$ cat src/rtl/lm_sm_seq_if.sv
// Bundle between the MEM-stage pipeline and the multi-register sequencer.
// The master side presents the instruction and base address. The slave
// side (the sequencer) returns the register index, the memory strobes and
// the pipeline stall.
interface lm_sm_seq_if;
  logic [15:0] instr_in;
  logic        valid_in;
  logic [15:0] base_in;
  logic        flush;
  logic [2:0]  k_mem;
  logic [15:0] mem_addr;
  logic        mem_re;
  logic        mem_we;
  logic        rf_we;
  logic        stall_up;
  logic        busy;
  logic        done;

  modport master (
    output instr_in, valid_in, base_in, flush,
    input  k_mem, mem_addr, mem_re, mem_we, rf_we, stall_up, busy, done
  );

  modport slave (
    input  instr_in, valid_in, base_in, flush,
    output k_mem, mem_addr, mem_re, mem_we, rf_we, stall_up, busy, done
  );
endinterface

$ cat src/rtl/lm_sm_seq.sv
// Memory-stage sequencer for LM/SM/LA/SA. It issues one data-memory access
// per selected register, lowest index first, at dense consecutive addresses
// starting at the base. The upstream pipeline is stalled while it runs.
module lm_sm_seq (
  input  logic         clk,
  input  logic         rst_n,
  lm_sm_seq_if.slave   bus
);

  localparam logic [0:0] ST_IDLE = 1'b0;
  localparam logic [0:0] ST_RUN  = 1'b1;

  logic [0:0]  state_reg, state_next;
  logic [7:0]  mask_reg, mask_next;
  logic [15:0] base_reg, base_next;
  logic [2:0]  offset_reg, offset_next;
  logic        is_load_reg, is_load_next;

  logic [3:0]  opcode;
  logic        is_multi;
  logic [7:0]  dec_mask;
  logic        accept;
  logic        zero_mask_hit;
  logic [2:0]  k_low;
  logic [7:0]  mask_rest;
  logic        last_access;

  // Decode of the instruction waiting at the MEM input
  assign opcode        = bus.instr_in[15:12];
  assign is_multi      = (opcode[3:2] == 2'b11);
  assign dec_mask      = opcode[1] ? 8'h7F : bus.instr_in[7:0];
  assign accept        = bus.valid_in && is_multi && (dec_mask != 8'h00) && !bus.flush;
  assign zero_mask_hit = bus.valid_in && is_multi && (dec_mask == 8'h00) && !bus.flush;

  // Lowest remaining selected register; the scan runs high to low so the last hit wins
  always_comb begin
    k_low = 3'd0;
    for (int i = 7; i >= 0; i--) begin
      if (mask_reg[i]) k_low = i[2:0];
    end
  end

  // Clearing the lowest set bit leaves nothing when this is the final access
  assign mask_rest   = mask_reg & (mask_reg - 8'd1);
  assign last_access = (mask_rest == 8'h00);

  // Next-state logic: accept in IDLE, walk the mask in RUN, and flush wins over both
  always_comb begin
    state_next   = state_reg;
    mask_next    = mask_reg;
    base_next    = base_reg;
    offset_next  = offset_reg;
    is_load_next = is_load_reg;
    case (state_reg)
      ST_IDLE: begin
        if (accept) begin
          state_next   = ST_RUN;
          mask_next    = dec_mask;
          base_next    = bus.base_in;
          offset_next  = 3'd0;
          is_load_next = ~opcode[0];
        end
      end
      default: begin
        if (bus.flush) begin
          state_next  = ST_IDLE;
          mask_next   = 8'h00;
          offset_next = 3'd0;
        end else begin
          mask_next   = mask_rest;
          offset_next = offset_reg + 3'd1;
          if (last_access) state_next = ST_IDLE;
        end
      end
    endcase
  end

  // State registers with asynchronous active-low reset
  always_ff @(posedge clk or negedge rst_n) begin
    if (!rst_n) begin
      state_reg   <= ST_IDLE;
      mask_reg    <= 8'h00;
      base_reg    <= 16'h0000;
      offset_reg  <= 3'd0;
      is_load_reg <= 1'b0;
    end else begin
      state_reg   <= state_next;
      mask_reg    <= mask_next;
      base_reg    <= base_next;
      offset_reg  <= offset_next;
      is_load_reg <= is_load_next;
    end
  end

  // Output decode: the strobes come only from state. The exception is the
  // zero-mask done pulse, which must appear in the accept cycle itself.
  always_comb begin
    bus.k_mem    = 3'd0;
    bus.mem_addr = 16'h0000;
    bus.mem_re   = 1'b0;
    bus.mem_we   = 1'b0;
    bus.rf_we    = 1'b0;
    bus.stall_up = 1'b0;
    bus.busy     = 1'b0;
    bus.done     = 1'b0;
    if (state_reg == ST_RUN) begin
      bus.busy     = 1'b1;
      bus.stall_up = 1'b1;
      bus.k_mem    = k_low;
      bus.mem_addr = base_reg + {13'd0, offset_reg};
      if (!bus.flush) begin
        bus.mem_re = is_load_reg;
        bus.rf_we  = is_load_reg;
        bus.mem_we = ~is_load_reg;
        bus.done   = last_access;
      end
    end else begin
      // Reset gating keeps every output at 0 while reset is asserted
      bus.done = rst_n && zero_mask_hit;
    end
  end

endmodule
$ cat src/flat_wrapper.sv
// flat-port wrapper written by rule: the top's interface ports become plain ports
module lm_sm_seq_flat 
  (clk, rst_n, bus_instr_in, bus_valid_in, bus_base_in, bus_flush, bus_k_mem, bus_mem_addr, bus_mem_re, bus_mem_we, bus_rf_we, bus_stall_up, bus_busy, bus_done);
  lm_sm_seq_if bus_i ();
  input  logic clk;
  input  logic rst_n;
  input wire logic [$bits(bus_i.instr_in)-1:0] bus_instr_in;
  input wire logic [$bits(bus_i.valid_in)-1:0] bus_valid_in;
  input wire logic [$bits(bus_i.base_in)-1:0] bus_base_in;
  input wire logic [$bits(bus_i.flush)-1:0] bus_flush;
  output wire logic [$bits(bus_i.k_mem)-1:0] bus_k_mem;
  output wire logic [$bits(bus_i.mem_addr)-1:0] bus_mem_addr;
  output wire logic [$bits(bus_i.mem_re)-1:0] bus_mem_re;
  output wire logic [$bits(bus_i.mem_we)-1:0] bus_mem_we;
  output wire logic [$bits(bus_i.rf_we)-1:0] bus_rf_we;
  output wire logic [$bits(bus_i.stall_up)-1:0] bus_stall_up;
  output wire logic [$bits(bus_i.busy)-1:0] bus_busy;
  output wire logic [$bits(bus_i.done)-1:0] bus_done;
  assign bus_i.instr_in = bus_instr_in;
  assign bus_i.valid_in = bus_valid_in;
  assign bus_i.base_in = bus_base_in;
  assign bus_i.flush = bus_flush;
  assign bus_k_mem = bus_i.k_mem;
  assign bus_mem_addr = bus_i.mem_addr;
  assign bus_mem_re = bus_i.mem_re;
  assign bus_mem_we = bus_i.mem_we;
  assign bus_rf_we = bus_i.rf_we;
  assign bus_stall_up = bus_i.stall_up;
  assign bus_busy = bus_i.busy;
  assign bus_done = bus_i.done;
  lm_sm_seq u_core (.clk(clk), .rst_n(rst_n), .bus(bus_i));
endmodule
$ cat config.mk
export PLATFORM = sky130hd
export DESIGN_NAME = lm_sm_seq_flat
export DESIGN_NICKNAME = d
export VERILOG_FILES = /design/src/rtl/lm_sm_seq_if.sv /design/src/rtl/lm_sm_seq.sv /design/src/flat_wrapper.sv
export SDC_FILE = /design/constraint.sdc
export NUM_CORES = 1
export LEC_CHECK = 0
export BUFFER_PORTS_ARGS = -buffer_cell sky130_fd_sc_hd__clkbuf_2
export CORE_UTILIZATION = 56
export CTS_BUF_LIST = sky130_fd_sc_hd__clkbuf_2 sky130_fd_sc_hd__clkbuf_4 sky130_fd_sc_hd__clkbuf_8
export CTS_CLUSTER_DIAMETER = 50
export DETAILED_ROUTE_END_ITERATION = 8
export PLACE_DENSITY = 0.87
export SLEW_MARGIN = 25
export SYNTH_ARGS = -nofsm -noshare
export SYNTH_HDL_FRONTEND = slang
export SYNTH_SLANG_ARGS = --single-unit
$ cat constraint.sdc
create_clock -name clk -period 5.5 [get_ports clk]
set_input_delay 0.825 -clock clk [delete_from_list [all_inputs] [get_ports clk]]
set_output_delay 0.825 -clock clk [all_outputs]
set_load 0.01 [all_outputs]
Yosys cells after proc, flatten, opt, wreduce, memory -nomap -nowiden
Index checks and enable logic that the tools add are counted.
{"block": "totals", "ff_bits": 29, "latch_bits": 0, "ramBits": 0, "romBits": 0, "in_bits": 36, "output_inout_bits": 25, "n_memories": 0}
{"block": "classes", "addsub": 3, "multipliers": 0, "div": 0, "n_lt_le_gt_ge": 0, "eq_ne": 1, "shifts": 0, "muxes": 28, "bitwise_logic": 4, "reduce_logical": 12}
{"operator": "3-bit 2-to-1 mux", "n": 12}
{"operator": "8-bit 2-to-1 mux", "n": 4}
{"operator": "16-bit by 3-bit adder with 16-bit output", "n": 1}
{"operator": "8-bit zero test", "n": 2}
{"operator": "16-bit 2-to-1 mux", "n": 1}
{"operator": "1-bit 2-to-1 mux", "n": 11}
{"operator": "8-bit bitwise AND", "n": 1}
{"operator": "8-bit nonzero test", "n": 1}
{"operator": "8-bit by 1-bit subtractor with 8-bit output (second input constant)", "n": 1}
{"operator": "1-bit logical AND", "n": 6}
{"operator": "3-bit by 1-bit adder with 3-bit output (second input constant)", "n": 1}
{"operator": "1-bit inverter", "n": 3}
{"operator": "2-bit == test (second input constant)", "n": 1}
{"operator": "2-bit AND reduction", "n": 1}
{"operator": "2-bit nonzero test", "n": 1}
{"operator": "1-bit zero test", "n": 1}

Longest topological paths before layout
Gate-level depths: netlist of the first run.
{"block": "depth", "ltp_word": 9, "depth_mapped": 7, "mapped_depth_nobuf": 7}

Worst setup path after synthesis of the first run
Ideal clock, no wire load.
{"block": "synth_timing", "path_type": "flip-flop to output port", "startpoint": "register u_core.offset_reg[0]", "endpoint": "output port bus_mem_addr[14]", "t_arrival_ps": 1987, "slack_ps": 2688, "stages_incl_launch_ff": 8, "n_path_buf": 0, "path_cell_list": "dfrtp_1 -> ha_1 -> inv_1 -> fa_1 -> nor2b_1 -> o211ai_1 -> or4_1 -> a21oi_1"}
{"block": "synth_via", "elab_chain_len": 2}
{"item": "start: declaration", "line": "lm_sm_seq.sv:16", "source": "logic [2:0] offset_reg, offset_next;"}
{"item": "start signal: assignment", "line": "lm_sm_seq.sv:90", "source": "offset_reg <= offset_next;"}
{"item": "16-bit by 3-bit adder with 16-bit output", "line": "lm_sm_seq.sv:110", "source": "bus.mem_addr = base_reg + {13'd0, offset_reg};"}
{"item": "16-bit 2-to-1 mux", "line": "lm_sm_seq.sv:106", "source": "if (state_reg == ST_RUN) begin"}
{"item": "end: declaration", "line": "flat_wrapper.sv:12", "source": "output wire logic [$bits(bus_i.mem_addr)-1:0] bus_mem_addr;"}
Every way passes these cells.

Worst setup path in the final report of the first run
Ends and elaborated chain as after synthesis.

==> results.ini, run 1 <==
[outcome]
status=complete, no violations

[floorplanning]
core_area_um2=3103
initial_core_util_pct=59.68
die_area_um2=3541
ioPinCount=61
die_w_um=59.51
die_y_um=59.51
rows=20

[place]
routabilityCongestion=0.8391
dp_cells=286
dpl.hpwl_um=2969
port-buffer-count=56

[critical_path]
cpPeakStageDelay_ns=0.45
critical_path_class=reg2out
slowest_stage=or4_1
critPathArrivalTime_ns=2.69
worst-path-max-fanout=6
cp_cell_sequence=ha_1 > inv_1 > fa_1 > nor2b_1 > o211ai_1 > or4_1 > a21oi_1 > clkbuf_2
startpoint_type=register
cp-end-kind=output port
crit_required_ns=4.68

[layout]
stdcell_count=294
final_cell_mix=clkbuf_2, dfrtp_1, nor2_1
nets=290
syn_to_final_growth_pct=19.32
layout-drive-gt1-share_pct=33.60
fin_util_pct=71.21
largest_register_ffs=16
mostFrequentLayoutCell=clkbuf_2
n_antenna_cell=0

[global_route]
grt-ovfl-total=0
grt_first_pass_wirelength_um=6686
grt_max_degree=31
antenna_found_initial=0
grtUsageTotal_pct=25.51
grt_pass1_vias=1515

[clocking]
h-tree-depth=2
clk-insertion-delay-late_ns=0.34
hold_buffers=0
post_cts.repair.setup_buffers=0
cts_sinks=29
numCtsBuffers=5
cts_tree=done
cts_resized=0
clock_path_buffers=2
clk_pin_slew_ns=0.08
clockRootBuffer=clkbuf_4

[sta]
skew_ns=0.01353
period_needed_ns=3.516
slew_viol_final=0
finalCritPeriodShare_pct=63.93
slew_headroom_pct=47.83
fin_setup_tns_ns=0
rsz0062_at_grt=no
tightest_slew_ns=0.7778
holdWs_ns=0.5170
fmax_mhz=284.4
setup-violations-final=0
hold_viol_final=0

[logic_synthesis]
synth_area_leaders=dfrtp_1, mux2_2, o21ai_0
synthCells=197
ys_types=48
ys_seq_elements=29
synth-main-ff-cell=dfrtp_1
yosys_warnings=0
synthesis.area_um2=1852
avgSynthCellArea_um2=9.400
async_reset_ff_share_pct=100.0
synth-seq-area-share_pct=39.19
synth_area_leader_cell=dfrtp_1
synth_top_area_share_pct=39.19
synth_edf_count=0
syn_nets=238

[route]
ant_nets=0
first_pass_iters=4
vias=1707
drc=0
dr.first_iter.drc_count=107
routedWlPerCell_um=14.23
wl_met1_um=1956
met3_length_um=181
top_layer=met4
finalWirelength_um=4183
via_per_inst=5.806
route.met2.wl_um=1970

[power]
irDropWorstVdd_uv=180.3
power_leakage_nw=1.000
power_density_nw_per_um2=320.7

[min_path]
min_path_type=reg2reg

[run]
drv_cap=0

## path summary, 6_finish.rpt
path                       slack (ns)  cells after the start                    to                 start
setup / recovery                 1.98                      8      bus_mem_addr[14]  u_core.offset_reg[0]
hold / removal                   0.52                      1    u_core.base_reg[0]    u_core.base_reg[0]
setup reg to reg                 3.08                      4    u_core.mask_reg[3]      u_core.state_reg
hold reg to reg                  0.52                      1    u_core.base_reg[0]    u_core.base_reg[0]
max in group asynchronous        4.50                      1  u_core.offset_reg[1]                 rst_n
min in group asynchronous        0.53                      1    u_core.mask_reg[0]                 rst_n
## where the power goes
part / switching, W / internal, W / total (W)
Combinational: 0.000102 / 0.000103 / 0.000206
Sequential: 0.0000843 / 0.000267 / 0.000352
Clock: 0.0000771 / 0.0000740 / 0.000151
Total: 0.000264 / 0.000445 / 0.000709
## metal layers
metal,GRT usage (%),vias to the layer above
met2,41.73,47
met4,10.96,0
met5,0,-
li1,-,844
met1,33.15,809
met3,4.585,7
## stage by stage
stage | power, W | instance area, um^2 | setup slack, ns
2_1_floorplan | 0.0004899 | 1852 | 2.688
3_3_place_gp | 0.0005431 | 2140 | 2.333
3_5_place_dp | 0.0005571 | 2140 | 2.281
4_1_cts | 0.0007069 | 2210 | 2.008
5_1_grt | 0.0007515 | 2210 | 1.786
6_report | 0.0007085 | 2210 | 1.984
## logic make-up after synthesis
| logic type | Yosys count | share of synthesized area, % |
|---|---|---|
| AND/OR/NAND/NOR | 64 | 18.65 |
| AO/OA/AOI/OAI | 53 | 19.05 |
| flip-flops | 29 | 39.19 |
| buffers and inverters | 20 | 4.594 |
| multiplexers | 18 | 10.81 |
| adder cells (fa/ha/maj) | 7 | 4.865 |
| XOR/XNOR | 6 | 2.838 |
## critical path: cells and delay by family, from the launching register on
family	cells	cell delay (ns)
buffers and inverters	2	0.24
and+or+nand+nor	2	0.74
adders and majority gates	2	0.55
AOI/OAI and AO/OA	2	0.42
DFF	1	0.41
## layout make-up
class | count | area [um^2]
flip-flops and latches | 29 | 725.7
repair buffers | 57 | 287.8
well taps | 44 | 55.05
clock buffers | 7 | 65.06
clock inverters | 1 | 5.005
fillers | 274 | 893.4
multi-input cells | 148 | 1041
inverters | 8 | 30.03
## synth_stat cells, types with 6 or more instances
| cell | number |
|---|---|
| dfrtp_1 | 29 |
| nor2_1 | 17 |
| mux2_2 | 16 |
| o21ai_0 | 15 |
| a21oi_1 | 11 |
| clkbuf_1 | 8 |
| nand2_1 | 8 |
| inv_1 | 7 |
| nor3_1 | 7 |
| o31ai_1 | 7 |
| or3_1 | 7 |
| xor2_1 | 6 |
No activity file was read; power rests on OpenSTA's default activity.
==> run 2: changes to the inputs <==
Settings changed: CORE_UTILIZATION 56 to 47, PLACE_DENSITY 0.87 to 0.78.
Clock period 5.5 ns to 2.8 ns, I/O delays scaled along.
==> run 2 against run 1 <==
  * Non-clock buffer count increased by 6
  * Setup slack worse by 1.9 ns
  * Hold slack got worse by 0.35 ns
  * Largest power group unchanged
  * Critical path type unchanged
==> results.ini, run 2 (same netlist as run 1, synthesis figures left out) <==
[outcome]
status=complete, no violations

[place]
port-buffer-count=56
routabilityCongestion=0.8536
dpl.hpwl_um=3052

[sta]
slew_viol_final=0
skew_ns=0.005146
slew_headroom_pct=62.92
holdWs_ns=0.1698
fin_setup_tns_ns=0
finalCritPeriodShare_pct=96.59
hold_viol_final=0
rsz0062_at_grt=yes
tightest_slew_ns=0.5542
setup-violations-final=0
period_needed_ns=2.704
fmax_mhz=369.8

[critical_path]
cp_cell_sequence=ha_2 > inv_2 > fa_2 > nor2b_2 > o211ai_1 > or4_1 > a21oi_1 > buf_2
crit_required_ns=2.38
cpPeakStageDelay_ns=0.53
worst-path-max-fanout=2
crit_buf_inv=2
critPathArrivalTime_ns=2.28
cp-end-kind=output port
crit_family=simple AND/OR/NAND/NOR gates
startpoint_type=register
slowest_stage=or4_1
critical_path_class=reg2out

[layout]
layout-drive-gt1-share_pct=37.50
nets=296
largest_register_ffs=16
multi_input_area_um2=1060
final_cell_mix=clkbuf_2, dfrtp_1, nor2_1
fill_cells=358
fin_util_pct=61.75
mostFrequentLayoutCell=clkbuf_2
ff_latch_area_um2=725.7
syn_to_final_growth_pct=23.92
n_antenna_cell=0

[floorplanning]
rows=22
die_area_um2=4195
core_area_um2=3716
die_y_um=64.77
die_w_um=64.77
ioPinCount=61
initial_core_util_pct=49.83

[global_route]
antenna_found_initial=0
grt-ovfl-total=0
grt_pass1_vias=1514
grt_first_pass_wirelength_um=6872
grtUsageTotal_pct=21.70
grt_max_degree=30

[route]
routedWlPerCell_um=13.62
first_pass_iters=4
finalWirelength_um=4141
via_per_inst=5.684
vias=1728
drc=0
dr.first_iter.drc_count=90
ant_nets=0

[clocking]
cts_sinks=29
numCtsBuffers=5
cts_tree=done
clk_pin_slew_ns=0.07
clockRootBuffer=clkbuf_8
clk-insertion-delay-late_ns=0.28
clock_path_buffers=2
hold_buffers=0
h-tree-depth=2

[min_path]
min_path_type=in2async

[power]
power.total_w=0.001451
irDropWorstVdd_uv=345.7
power_leakage_nw=1.042
power_density_nw_per_um2=632.4

[run]
drv_cap=0

==> run 2: cell types whose count changed in the layout (fill, tap and decap cells not counted), sizes merged <==
cell | before | now
buf | 1 | 9
clkbuf | 63 | 60
clkinv | 2 | 3
==> run 2: area by class of cell <==
type / count / area share, %
Sequential cell: 29 / 31.62
Multi-Input combinational cell: 148 / 46.18
Clock inverter: 2 / 0.4362
Timing Repair Buffer: 63 / 14.50
Inverter: 8 / 1.309
Tap cell: 48 / 2.617
Clock buffer: 6 / 3.326
==> run 2: repair_timing <==
action | 4_1_cts | 5_1_grt
buffers inserted | 1 | 1
cloned | 0 | 0
resized for setup | 1 | 7
pin swaps | 1 | 4
endpoints found under the setup margin | 1 | 8
==> run 2: per-layer routing <==
metal | GRT usage (%) | wire, um
met4 | 8.333 | 53
met2 | 34.90 | 1995
met3 | 5.458 | 200
met1 | 27.83 | 1891
met5 | 0 | 0
==> run 2: path summary, 6_finish.rpt <==
path	start	to	slack (ns)	depth (start not counted)
worst max-delay path	u_core.base_reg[0]	bus_mem_addr[14]	0.1	8
max in group asynchronous	rst_n	u_core.base_reg[7]	2.35	2
worst max register to register	u_core.state_reg	u_core.mask_reg[3]	0.60	5
worst min register to register	u_core.base_reg[15]	u_core.base_reg[15]	0.53	1
min in group clk	bus_instr_in[12]	u_core.is_load_reg	0.31	2
worst min-delay path	rst_n	u_core.mask_reg[6]	0.17	2
==> run 2: report_power, final <==
group,total (W),internal (W),switching [W]
Clock,0.000340,0.000181,0.000159
Combinational,0.000422,0.000219,0.000203
Sequential,0.000689,0.000527,0.000162
==> run 2: metrics by stage <==
stage | std cells | area, um^2 | setup WS [ns]
after detailed placement | 294 | 2175 | 0.2572
after CTS | 303 | 2271 | 0.004655
final | 304 | 2295 | 0.09552
after global routing | 304 | 2295 | -0.01472
after floorplan | 197 | 1852 | 0.3930
after global placement | 294 | 2175 | 0.2900
==> run 3: changes to the inputs <==
Settings changed: ABC_AREA set to 1, CORE_ASPECT_RATIO set to 1.25, CTS_BUF_LIST sky130_fd_sc_hd__clkbuf_2 sky130_fd_sc_hd__clkbuf_4 sky130_fd_sc_hd__clkbuf_8 to sky130_fd_sc_hd__clkbuf_4 sky130_fd_sc_hd__clkbuf_8 sky130_fd_sc_hd__clkbuf_16, PLACE_DENSITY 0.78 to 0.77.
==> run 3 against run 2 <==
  * Critical path depth grew 1
  * Wire length is 20% higher
  * Sequential cell count unchanged
  * Non-clock buffer count is 2 lower
  * Die area is 9.7% higher
  * Via count rose by 26%
  * Combinational power down 6.2%
  * Global-route usage up 2.2 points
  * Final cell count rose by 33%
  * Count of clock-buffer cells in the layout unchanged
  * Register-to-register slack better by 0.73 ns
  * Sequential power is 11% lower
  * Critical endpoint is now bus_mem_addr[8]
==> results.ini, run 3 <==
[outcome]
status=complete, no violations

[logic_synthesis]
ys_seq_elements=29
synth_edf_count=0
synth_top_area_share_pct=35.63
ys_types=35
syn_nets=332
synth-seq-area-share_pct=35.63
synth-main-ff-cell=dfrtp_1
synth_mux_area_share_pct=0
synth-xor-area-share_pct=0.4300
synth_area_leaders=dfrtp_1, nand2_1, nor2_1
yosys_warnings=0
synthCells=291
yosys-top-cells-count=nand2_1, nor2_1, dfrtp_1
synth_top_family_by_area=simple AND/OR/NAND/NOR gates
synth-simple-area-share_pct=42.08
synthesis.area_um2=2037
async_reset_ff_share_pct=100.0
synth.most_common_cell=nand2_1
synth-compound-area-share_pct=9.889
synthAdderAreaFrac_pct=3.440
synth_area_leader_cell=dfrtp_1
avgSynthCellArea_um2=7.000

[critical_path]
startpoint_type=register
critPathArrivalTime_ns=2.16
cp-end-kind=output port
r2r_start=u_core.mask_reg[1]
critical_path_class=reg2out
rr_worst_depth=8
crit_required_ns=2.38
ff2ff_setup_slack_ns=1.33
regToRegEndpoint=u_core.state_reg
worst-path-max-fanout=5

[sta]
fmax_mhz=387.4
period_needed_ns=2.582
setup-violations-final=0
rsz0062_at_grt=no
slew_headroom_pct=68.97
hold_viol_final=0
tightest_slew_ns=0.4654
finalCritPeriodShare_pct=92.20
holdWs_ns=0.1648
slew_viol_final=0
fin_setup_tns_ns=0
skew_ns=0.006781

[clocking]
clockRootBuffer=clkbuf_8
clk_pin_slew_ns=0.07
post_cts.repair.setup_buffers=0
numCtsBuffers=5
h-tree-depth=2
cts_sinks=29
clock_path_buffers=2
cts_tree=done
hold_buffers=0
clk-insertion-delay-late_ns=0.29

[global_route]
antenna_found_initial=0
grt-ovfl-total=0
grt_pass1_vias=1900
grt_max_degree=30
met1_usage_pct=29.10
globalRouteMet3Util_pct=4.584
grtUsageTotal_pct=23.92
busiest_layer=met2
grt.met2_usage_pct=40.42
grt_first_pass_wirelength_um=8079

[route]
routedWlPerCell_um=12.32
first_pass_iters=4
finalWirelength_um=4976
dr.first_iter.drc_count=160
drc=0
vias=2173
via_per_inst=5.379
ant_nets=0

[place]
dp_cells=396
dpl.hpwl_um=3695
port-buffer-count=56
routabilityCongestion=0.9209

[layout]
nets=388
stdcell_count=404
layout-drive-gt1-share_pct=25.29
mostFrequentLayoutCell=nand2_1
n_antenna_cell=0
largest_register_ffs=16
final_cell_mix=nand2_1, clkbuf_2, nor2_1
fill_cells=407
fin_util_pct=58.99
syn_to_final_growth_pct=19.66

[power]
irDropWorstVdd_uv=323.2
power_density_nw_per_um2=554.9
power.total_w=0.001353
power_leakage_nw=1.259

[floorplanning]
rows=26
ioPinCount=61
die_area_um2=4603
die_y_um=75.61
core_area_um2=4131
die_w_um=60.88
initial_core_util_pct=49.30

[run]
drv_cap=0

[min_path]
min_path_type=in2async

-- run 3: cell count changes after synthesis, sizes merged, moves of 5 or more --
cell / delta
nand2: +85
nor2: +20
nand3: +18
nand4: +18
inv: +17
mux2: -16
o31ai: -8
or3: -7
xor2: -6
buf: +5
clkbuf: -5
or4: -5
-- run 3: worst max-delay path, cell delays in order, from the launching register on --
cell,delay (ns)
dfrtp_1,0.40
ha_1,0.18
inv_1,0.05
fa_1,0.35
inv_1,0.09
a21oi_1,0.15
nor2_2,0.21
a21oi_1,0.09
nor3_1,0.19
clkbuf_2,0.16
-- run 3: repair_timing --
action                                  in CTS  in global routing
endpoints found under the setup margin       0                  4
hold endpoints to repair                     0                  0
gates resized for setup                      0                  2
-- run 3: worst max-delay path by stage --
| stage | startpoint | endpoint | slack (ns) | depth (start not counted) |
|---|---|---|---|---|
| CTS | u_core.offset_reg[0] | bus_mem_addr[14] | 0.11 | 9 |
| global route | u_core.offset_reg[0] | bus_mem_addr[8] | 0.02 | 9 |
| floorplan | u_core.offset_reg[0] | bus_mem_addr[6] | 0.67 | 8 |
| detailed placement | u_core.offset_reg[0] | bus_mem_addr[14] | 0.42 | 9 |
| finish | u_core.offset_reg[0] | bus_mem_addr[8] | 0.22 | 9 |
| global placement | u_core.offset_reg[0] | bus_mem_addr[14] | 0.47 | 9 |
-- run 3: final cells by class --
type	count	area [um^2]	area share, %
flip-flops and latches	29	725.7	29.77
multi-input cells	226	1145	46.97
inverters	24	92.59	3.799
clock inverters	2	10.01	0.4107
clock buffers	6	76.32	3.131
well taps	56	70.07	2.875
repair buffers	61	317.8	13.04
-- run 3: where the power goes --
part           leakage (nW)  internal [W]  switching [W]
combinational         0.844      0.000152       0.000244
sequential            0.367      0.000508       0.000103
clock                0.0484      0.000182       0.000164
-- run 3: metrics by stage --
step / cell area [um^2] / setup slack, ns
2_1_floorplan: 2037 / 0.6715
3_3_place_gp: 2344 / 0.4654
3_5_place_dp: 2344 / 0.4202
4_1_cts: 2430 / 0.1103
5_1_grt: 2437 / 0.02264
6_report: 2437 / 0.2184
-- run 3: layer usage --
layer  share of wire (%)  routed length, um
met4                 2.2                110
met2                  51               2519
met1                  43               2115
met5                   0                  0
met3                 4.6                231
-- run 3: kinds of logic after synthesis --
group / Yosys count
XOR/XNOR: 1
buffers and inverters: 36
flip-flops: 29
adder cells (fa/ha/maj): 5
AO/OA/AOI/OAI: 37
AND/OR/NAND/NOR: 183
